### src/rtl/pc_gen_stage.sv
// pc_gen_stage: next-PC generation stage feeding a synchronous-read
// instruction SRAM. It owns the fetch PC and handles stall hold, branch
// redirect, a branch redirect that arrives during a stall, exception
// vectoring and ERET return.
// Optional build macro: ADDR_ALIGN_CHECK_EN enables the misaligned-fetch
// flag and forces SRAM address bits [1:0] to zero.
module pc_gen_stage #(
    parameter logic [31:0] RESET_PC   = 32'hbfc00000,
    parameter logic [31:0] EXC_VECTOR = 32'hbfc00380
) (
    input  logic        clk,
    input  logic        resetn,
    input  logic        stall,
    input  logic        br_taken,
    input  logic [31:0] br_target,
    input  logic        exception,
    input  logic        eret,
    input  logic [31:0] epc,
    output logic        inst_sram_en,
    output logic [31:0] inst_sram_addr,
    output logic [31:0] inst_sram_raddr,
    output logic        pc_valid,
    output logic        redir_pending,
    output logic        fetch_adel
);

    typedef enum logic {
        RUN  = 1'b0,
        HOLD = 1'b1
    } state_t;

    state_t      r_state;
    state_t      w_stateNext;
    logic [31:0] r_pc;
    logic        r_valid;
    logic        r_boot;
    logic [31:0] r_pendTgt;
    logic [31:0] w_pendTgtNext;
    logic [31:0] w_nextPc;

    // Next fetch address, highest-priority redirect first; the boot flag
    // makes the first post-reset fetch read RESET_PC itself.
    always_comb begin
        w_nextPc = r_pc + 32'd4;
        if (!resetn) begin
            w_nextPc = RESET_PC;
        end else if (exception) begin
            w_nextPc = EXC_VECTOR;
        end else if (eret) begin
            w_nextPc = epc;
        end else if (stall) begin
            w_nextPc = r_pc;
        end else if (br_taken) begin
            w_nextPc = br_target;
        end else if (r_state == HOLD) begin
            w_nextPc = r_pendTgt;
        end else if (r_boot) begin
            w_nextPc = RESET_PC;
        end
    end

    // Pending-redirect next state: a taken branch seen under stall is parked
    // until the stall lifts; exception/eret throw the parked target away.
    always_comb begin
        w_stateNext   = r_state;
        w_pendTgtNext = r_pendTgt;
        if (exception || eret) begin
            w_stateNext   = RUN;
            w_pendTgtNext = 32'd0;
        end else if (stall) begin
            if (br_taken) begin
                w_stateNext   = HOLD;
                w_pendTgtNext = br_target;
            end
        end else begin
            w_stateNext = RUN;
        end
    end

    // PC, valid, boot flag and pending-redirect registers.
    always_ff @(posedge clk) begin
        if (!resetn) begin
            r_pc      <= RESET_PC;
            r_valid   <= 1'b0;
            r_boot    <= 1'b1;
            r_state   <= RUN;
            r_pendTgt <= 32'd0;
        end else begin
            r_pc      <= w_nextPc;
            r_valid   <= ~(exception | eret);
            r_boot    <= 1'b0;
            r_state   <= w_stateNext;
            r_pendTgt <= w_pendTgtNext;
        end
    end

    assign inst_sram_en    = resetn;
    assign inst_sram_raddr = r_pc;
    assign pc_valid        = r_valid;
    assign redir_pending   = (r_state == HOLD);

`ifdef ADDR_ALIGN_CHECK_EN
    assign inst_sram_addr = {w_nextPc[31:2], 2'b00};
    assign fetch_adel     = r_valid & (r_pc[1:0] != 2'b00);
`else
    assign inst_sram_addr = w_nextPc;
    assign fetch_adel     = 1'b0;
`endif

endmodule

### config.mk
export PLATFORM = sky130hd
export DESIGN_NAME = pc_gen_stage
export DESIGN_NICKNAME = d
export VERILOG_FILES = /design/src/rtl/pc_gen_stage.sv
export SDC_FILE = /design/constraint.sdc
export NUM_CORES = 1
export LEC_CHECK = 0
export ABC_AREA = 0
export CAP_MARGIN = 20
export CORE_MARGIN = 2
export CORE_UTILIZATION = 50
export CTS_CLUSTER_SIZE = 20
export DETAILED_ROUTE_END_ITERATION = 7
export PLACE_DENSITY = 0.83
export SLEW_MARGIN = 30
export SYNTH_ARGS = -nofsm -noshare
export SYNTH_HDL_FRONTEND = slang
export SYNTH_SLANG_ARGS = --single-unit
### constraint.sdc
create_clock -name clk -period 5 [get_ports clk]
set_input_delay 1.25 -clock clk [delete_from_list [all_inputs] [get_ports clk]]
set_output_delay 1.25 -clock clk [all_outputs]
set_load 0.01 [all_outputs]
==> impl_metrics.ini <==
[outcome]
status = completed

[synth]
synth_flop_cell = dfxtp_1
synth_seq_cells = 67
synth_cell_types = 61
avgSynthCellArea_sq_um = 7.228
yosys_warnings = 0
synthArstFlopShare_pct = 0
syn_nets = 644
synth_area_sq_um = 4141
ys_seq_area_share_pct = 32.39
synth_edf_count = 0
synth_cells = 573

[placement]
hpwl_mm = 10.83
gp_congestion = 0.8972
placed_cells = 782
io_buffers = 136

[timing]
fin_crit_ns = 4.838
worst_pin_slew_ns = 0.6526
hold_viol_final = 0
fin_setup_tns_ns = 0
fin_skew_ns = 0.01279
fmax_ghz = 0.2067
maxSlewViolCount = 0
post-route-period-util_pct = 96.77
slew_headroom_pct = 55.37
rsz0062_at_grt = false
whs_ns = 0.4546
setup_viol = 0

[setup_path]
arrival_ns = 3.59
critPathRequiredTime_ns = 3.75
rr_worst_depth = 5
r2r_slack_ns = 2.79
path_class = input port to output port
startpoint_type = input port
path_max_fanout = 12
worstSetupEndpointType = output port

[global_route]
grt_first_pass_wirelength_mm = 23.76
grt_overflow_total = 0
track_usage_pct = 33.93
antenna_found_initial = 0
grt_max_degree = 36
grt_pass1_vias = 4679

[power]
ir_worst_vdd_mv = 0.1387
p_leak_uw = 0.001970
power_uw = 1276
power.density_nw_per_um2 = 222.9

[clocking]
cts.sinks = 67
clk_pin_slew_ns = 0.07
clk_latency_ns = 0.35
clockBufferDepth = 2
root_buffer = clkbuf_8
cts_buffers = 9
htree_levels = 3
cts_tree = done
post_cts_buffers = 0

[worst_hold_path]
hold_path_class = flip-flop to flip-flop
min_path_cells = 2

[layout]
final_nets = 759
fin_util_pct = 70.36
syn2layout_area_growth_pct = 38.19
final_cell_count_no_fill = 798
final_layout_size_suffix_gt1_share_pct = 6.638
diodes = 0

[route]
via_count = 5182
drc = 0
routed_wl_mm = 15.46
ant_nets = 0
first_pass_iters = 7
initialDrtViolationCount = 641
post_drt_wl_per_cell_um = 19.37
routed_via_density = 6.494

[die]
top_level_ports = 138
fp.dieH_um = 95.01
coreArea_sq_um = 8134
fp.dieW_um = 95.01
rows = 33
initial_utilization_pct = 50.92
die-area_sq_um = 9027

[flow_run]
cap_viol_max_count = 0
## per-layer routing
metal	part of all wire (%)	track usage, %
met4	2.9	14.86
met5	0	0
met3	13	5.850
met2	45	52.60
met1	39	46.42
## report_power, final
part           internal (uW)  switching [uW]
logic                    154             156
clock network            179             208
registers                551            27.8
## synthesized netlist by cell type, drive strengths merged (10+ instances only)
cell / count / share of area [%]
xnor2: 10 / 2.1
a21oi: 84 / 10
nand2: 103 / 9.3
nand3: 16 / 1.9
dfxtp: 67 / 32
nor3: 26 / 3.1
clkbuf: 41 / 4.2
o31ai: 12 / 2.2
o22ai: 15 / 2.3
a221oi: 11 / 2.3
nor2: 26 / 2.4
o21ai: 37 / 4.5
## layout by cell type, fill, tap and decap left out, drive strengths merged, types with 2 or more instances in the layout
cell / n
a211oi: 8
a21oi: 84
a221oi: 11
a22oi: 6
a311oi: 5
a31oi: 4
and2: 2
and3: 9
and4: 7
buf: 18
clkbuf: 13
clkdlybuf4s50: 135
clkinv: 4
dfxtp: 67
inv: 5
mux2i: 2
nand2: 103
nand2b: 5
nand3: 16
nand4: 9
nand4b: 2
nor2: 26
nor3: 26
nor4: 4
o211ai: 4
o21a: 7
o21ai: 37
o22ai: 15
o31a: 2
o31ai: 12
o32ai: 2
o41ai: 3
or3: 3
xnor2: 10
xor2: 9
## logic make-up after synthesis
logic type,after synthesis,share of synthesized area [%]
AO/OA/AOI/OAI,209,31.09
adder cells (fa/ha/maj),1,0.3021
flip-flops,67,32.39
XOR/XNOR,19,4.018
other,1,0.09055
buffers and inverters,55,6.223
AND/OR/NAND/NOR,219,25.41
multiplexers,2,0.4834
## layout make-up
type                       instances  area, sq um
sequential                        67         1341
fill                             664         2411
tap                              105        131.4
clock inverter                     3        15.01
multi-input combinational        451         2552
clock buffer                      13        138.9
inverter                           6        22.52
timing repair buffer             153         1521
## through the flow
step | setup WS (ns) | instance area [sq um]
global placement | 0.2503 | 5562
finish | 0.1616 | 5723
detailed placement | 0.1923 | 5562
global route | 0.01968 | 5723
floorplan | 1.146 | 4141
CTS | 0.1854 | 5715
## timing repair
action | 4_1_cts | 5_1_grt
endpoints found under the setup margin | 0 | 3
hold buffers | 0 | 0
resized for setup | 0 | 2
## path summary, 6_finish.rpt
kind	start	endpoint
hold reg to reg	r_pendTgt[31]	r_pendTgt[31]
setup / recovery	resetn	inst_sram_addr[17]
setup reg to reg	inst_sram_raddr[5]	inst_sram_raddr[23]
hold / removal	r_pendTgt[31]	r_pendTgt[31]
## state kept, by name, indices dropped and copies added, names as in the netlist
signal           cells
redir_pending        1
pc_valid             1
r_boot               1
inst_sram_raddr     32
r_pendTgt           32
## worst max-delay path: stages
cell	delay, ns
clkdlybuf4s50_1	0.60
inv_1	0.13
nor2_1	0.13
nand2_1	0.37
o41ai_1	0.50
clkdlybuf4s50_1	0.60
(Power assumes the default switching activity.)
